`src/rtl/clock_divider_bank.sv`:
```
// clock_divider_bank: divides MHz50 into 2 MHz / 31.25 kHz / 250 Hz square waves with wrap ticks, and debounces the speed-select switches
//
// Ports:
//   MHz50       board clock, the only clock
//   reset       asynchronous active-high reset
//   sw_raw      raw switch levels (bit1 = switch 7, bit0 = switch 6), asynchronous
//   MHz2/KHz31/Hz250           divided square waves, high for floor(N/2) cycles per period
//   tick_2m/tick_31k/tick_250  one-cycle pulse in the last low cycle of each period
//   sw_out      debounced switch value
//   sw_changed  one-cycle pulse when sw_out updates

// clock_divider_ch: one free-running divider channel; wrap_o is the combinational end-of-period condition
module clock_divider_ch #(
  parameter int N = 25
) (
  input  logic clk_i,
  input  logic rst_i,
  output logic out_o,
  output logic wrap_o
);
  localparam int W = (N > 2) ? $clog2(N) : 1;
  localparam logic [W-1:0] LAST = W'(N - 1);
  localparam logic [W-1:0] HALF = W'(N / 2);
  logic [W-1:0] cnt_q, cnt_d;
  logic out_q;
  always_comb begin
    wrap_o = (cnt_q == LAST);
    cnt_d = wrap_o ? '0 : cnt_q + W'(1);
  end
  always_ff @(posedge clk_i or posedge rst_i) begin
    if (rst_i) begin
      cnt_q <= '0;
      out_q <= 1'b0;
    end else begin
      cnt_q <= cnt_d;
      out_q <= (cnt_q < HALF);
    end
  end
  assign out_o = out_q;
endmodule

module clock_divider_bank #(
  parameter int         DIV_2M    = 25,
  parameter int         DIV_31K   = 1600,
  parameter int         DIV_250   = 200000,
  parameter int         DEB_COUNT = 4,
  parameter logic [1:0] SW_RESET  = 2'b11
) (
  input  logic       MHz50,
  input  logic       reset,
  input  logic [1:0] sw_raw,
  output logic       MHz2,
  output logic       KHz31,
  output logic       Hz250,
  output logic       tick_2m,
  output logic       tick_31k,
  output logic       tick_250,
  output logic [1:0] sw_out,
  output logic       sw_changed
);
  localparam int MW = $clog2(DEB_COUNT + 1);
  localparam logic [MW-1:0] DEB = MW'(DEB_COUNT);
  logic w2m, w31k, w250;
  logic [2:0] tick_q;
  logic [1:0] sync1_q, sync2_q, cand_q, cand_d, sw_q, sw_d;
  logic [MW-1:0] match_q, match_d;
  logic chg_q, chg_d, differ;
  clock_divider_ch #(.N(DIV_2M))  u_2m  (.clk_i(MHz50), .rst_i(reset), .out_o(MHz2),  .wrap_o(w2m));
  clock_divider_ch #(.N(DIV_31K)) u_31k (.clk_i(MHz50), .rst_i(reset), .out_o(KHz31), .wrap_o(w31k));
  clock_divider_ch #(.N(DIV_250)) u_250 (.clk_i(MHz50), .rst_i(reset), .out_o(Hz250), .wrap_o(w250));
  // switches are sampled only on the Hz250 wrap; a differing sample restarts the count on the new value
  always_comb begin
    differ  = (sync2_q != cand_q);
    cand_d  = (w250 && differ) ? sync2_q : cand_q;
    match_d = !w250 ? match_q : differ ? MW'(1) : (match_q < DEB) ? match_q + MW'(1) : match_q;
    chg_d   = (match_q == DEB) && (cand_q != sw_q);
    sw_d    = chg_d ? cand_q : sw_q;
  end
  always_ff @(posedge MHz50 or posedge reset) begin
    if (reset) begin
      tick_q  <= '0;
      sync1_q <= SW_RESET;
      sync2_q <= SW_RESET;
      cand_q  <= SW_RESET;
      match_q <= '0;
      sw_q    <= SW_RESET;
      chg_q   <= 1'b0;
    end else begin
      tick_q  <= {w250, w31k, w2m};
      sync1_q <= sw_raw;
      sync2_q <= sync1_q;
      cand_q  <= cand_d;
      match_q <= match_d;
      sw_q    <= sw_d;
      chg_q   <= chg_d;
    end
  end
  assign {tick_250, tick_31k, tick_2m} = tick_q;
  assign sw_out     = sw_q;
  assign sw_changed = chg_q;
endmodule

```
`config.mk`:
```
export PLATFORM = sky130hd
export DESIGN_NAME = clock_divider_bank
export DESIGN_NICKNAME = d
export VERILOG_FILES = /design/src/rtl/clock_divider_bank.sv
export SDC_FILE = /design/constraint.sdc
export NUM_CORES = 1
export LEC_CHECK = 0
export BUFFER_PORTS_ARGS = -buffer_cell sky130_fd_sc_hd__buf_2
export CORE_MARGIN = 2
export CORE_UTILIZATION = 60
export CTS_BUF_LIST = sky130_fd_sc_hd__clkbuf_2 sky130_fd_sc_hd__clkbuf_4 sky130_fd_sc_hd__clkbuf_8
export DETAILED_ROUTE_END_ITERATION = 7
export PLACE_DENSITY_LB_ADDON = 0.2
export SETUP_SLACK_MARGIN = 0.4
export SLEW_MARGIN = 20
export SYNTH_ARGS = -nofsm -noshare
export SYNTH_HDL_FRONTEND = slang
export SYNTH_HIERARCHICAL = 1
export SYNTH_SLANG_ARGS = --single-unit
```
`constraint.sdc`:
```
create_clock -name MHz50 -period 2.76 [get_ports MHz50]
set_clock_uncertainty 0.05 [all_clocks]
set_input_delay 0.276 -clock MHz50 [delete_from_list [all_inputs] [get_ports MHz50]]
set_output_delay 0.276 -clock MHz50 [all_outputs]
set_load 0.01 [all_outputs]
```
==> results.json <==
{
  "postSynthCellCount": 209,
  "grt_max_degree": 20,
  "cts_tree": "built",
  "viasPerCell": 5.79,
  "detailedRoute.firstIterationViolations": 95,
  "cts_root_buffer": "clkbuf_8",
  "drive_gt1_frac": 0.180,
  "synth_simple_gate_area_frac": 0.195,
  "die_h_microns": 66.8,
  "fin_setup_tns_ns": 0,
  "post-cts-setup-buffer-count": 0,
  "yosysWarnings": 6,
  "yosysTopAreaCellShare": 0.465,
  "diodes": 0,
  "nets": 242,
  "finalCritPeriodShare": 0.734,
  "synthFlopType": "dfrtp_1",
  "area_growth_pct": 10.6,
  "yosys_register_bits": 52,
  "first_pass_iters": 4,
  "regArea_sq_mm": 0.00131,
  "timing_worst_setup_path_type": "reg2reg",
  "setup_viol": 0,
  "io_buffers": 12,
  "avgSynthCellArea_sq_um": 11.3,
  "async_flop_share": 1.00,
  "die_w_microns": 66.8,
  "relSlewSlack": 0.533,
  "fin_util": 0.704,
  "synth_commonest_cells": "dfrtp_1 (44), nand2_1 (17), inv_1 (16), nand3_1 (13), nor2_1 (13)",
  "die_area_sq_mm": 0.00446,
  "startpoint_type": "flip-flop",
  "worstSetupEndpointType": "flip-flop",
  "route.detailed.drc": 0,
  "syn_nets": 219,
  "core_area_sq_mm": 0.00372,
  "synth-edff-count": 0,
  "synthMostInstantiatedCell": "dfrtp_1",
  "cp_data_required_time_ns": 2.96,
  "synth_top_family_by_area": "simple AND/OR/NAND/NOR gates",
  "timing.fmax_ghz": 0.494,
  "numClockSinks": 52,
  "r2r_start": "u_250/cnt_q[7]",
  "crit_start": "u_250/cnt_q[7]",
  "worstMarginPinSlew_ns": 0.700,
  "grt_pass1_vias": 1643,
  "drt_wl_total_microns": 4090,
  "track_usage": 0.215,
  "min-delay-start": "sync1_q[0]",
  "grt_overflow": 0,
  "synthXorXnorAreaFrac": 0.0814,
  "yosysTopAreaCell": "dfrtp_1",
  "synth_compound_area_frac": 0.0851,
  "power_density_mw_per_mm2": 469,
  "multi_input_area_sq_um": 995,
  "hold_viol": 0,
  "start_util": 0.637,
  "maxCapViolations": 0,
  "gp_congestion": 0.915,
  "antenna_left": 0,
  "peakVddDrop_uv": 318,
  "synthTopCellsByArea": "dfrtp_1 (47%), dfstp_2 (8.9%), xor2_1 (4.4%)",
  "num_rows": 22,
  "grt_pass1_wl_microns": 7200,
  "num-fill-cells": 275,
  "rsz0062_at_grt": "no",
  "hold_path.class": "reg2reg",
  "synth.distinct_cells": 48,
  "clkLatencyLatePin_ns": 0.30,
  "ios": 13,
  "synth_area_sq_mm": 0.00237,
  "p_total_mw": 1.23,
  "p_leak_nw": 1.20,
  "path_max_fanout": 8,
  "slowest_stage": "dfrtp_1",
  "dp_hpwl_microns": 2880,
  "synth_fa_ha_area_frac": 0.0317,
  "outcome": "finished clean",
  "synthMuxAreaShare": 0.0275,
  "arrival_ns": 2.22,
  "wire_per_inst_microns": 14.6,
  "cts_buffer_depth": 2,
  "htreeDepth": 2,
  "clk_pin_slew_ns": 0.09,
  "max_stage_delay_ns": 0.45,
  "final-max-slew-violation-count": 0,
  "antenna_found_initial": 0,
  "post-route-min-period_ns": 2.03,
  "num_vias": 1627,
  "cts_buffers": 5,
  "cp_cell_sequence": "nor4bb_1, nand3_1, nor3_2, nor4b_2, a22o_1",
  "seq_area_frac_synth": 0.554
}
## cells in the final DEF (no fill, tap or decap), types with 2 or more instances in the layout
cell,instances
a21oi_1,9
a31oi_1,3
buf_2,12
clkbuf_8,6
clkinv_2,2
dfrtp_1,44
dfstp_2,8
dlygate4sd3_1,3
ha_1,6
inv_1,16
mux2_1,4
mux2i_1,2
nand2_1,17
nand3_1,13
nor2_1,13
nor2b_1,2
nor3_1,5
nor4_1,2
o21ai_0,7
o31ai_1,3
or3_1,3
or4_4,2
xnor2_1,10
xor2_1,12
## through the flow
step	instance area, sq um	setup WS, ns	std cells	hold slack, ns
finish	2620	0.735	281	0.307
global route	2620	0.557	281	0.316
CTS	2600	0.730	279	0.00405
detailed placement	2490	0.763	270	0.181
global placement	2490	0.886	270	0.178
floorplan	2370	0.842	209	0.0170
## worst max-delay path: cells and delay by family, from the launching register on
family / cells / cell delay (ns)
flip-flops: 1 / 0.45
AO/OA/AOI/OAI: 1 / 0.20
AND/OR/NAND/NOR: 4 / 1.27
## state kept, by name, indices dropped and copies added (netlist names)
| signal | count |
|---|---|
| u_2m/out_o | 1 |
| cand_q | 2 |
| sync2_q | 2 |
| u_250/out_o | 1 |
| match_q | 3 |
| sw_out | 2 |
| sync1_q | 2 |
| u_31k/cnt_q | 11 |
| u_2m/cnt_q | 5 |
| tick_q | 3 |
| u_250/cnt_q | 18 |
| u_31k/out_o | 1 |
| sw_changed | 1 |
## per-layer routing
layer,global-route usage,vias to the layer above,routed length [microns],share of wire
li1,-,779,-,-
met1,0.264,800,1780,0.43
met2,0.361,37,2070,0.50
met3,0.0490,11,163,0.040
met4,0.0944,0,86,0.021
met5,0,-,0,0
## what timing repair did
action | CTS | global route
resized for setup | 0 | 0
endpoints found under the hold margin | 18 | 2
hold buffers | 1 | 2
setup endpoints to repair | 0 | 0
## report_power, final
part           switching [mW]  leakage, nW  internal [mW]  total (mW)
Combinational          0.0168        0.497        0.00527      0.0221
Clock                   0.237       0.0510          0.200       0.438
Sequential            0.00150        0.650          0.767       0.768
Total                   0.256         1.20          0.972        1.23
## cell type report
type | instances | share of cell area
flip-flops and latches | 52 | 0.501
multi-input cells | 141 | 0.380
clock inverters | 2 | 0.00383
clock buffers | 6 | 0.0316
well taps | 48 | 0.0230
repair buffers | 16 | 0.0373
inverters | 16 | 0.0230
## path summary, 6_finish.rpt
path	endpoint	slack, ns	depth (start not counted)
min	sync2_q[0]	0.31	0
min reg2reg	sync2_q[0]	0.31	0
max in group asynchronous	u_250/cnt_q[3]	1.61	3
max	match_q[1]	0.73	5
min in group asynchronous	u_2m/cnt_q[1]	0.40	3
max reg2reg	match_q[1]	0.73	5
## kinds of logic (layout without fill, tap and decap cells)
| group | count (synthesis) | after routing |
|---|---|---|
| and+or+nand+nor | 76 | 76 |
| DFF | 52 | 52 |
| AOI/OAI and AO/OA | 31 | 31 |
| xor gates and xnor gates | 22 | 22 |
| buffers and inverters | 16 | 40 |
| adders and majority gates | 6 | 6 |
| muxes | 6 | 6 |
(Power assumes the default switching activity.)
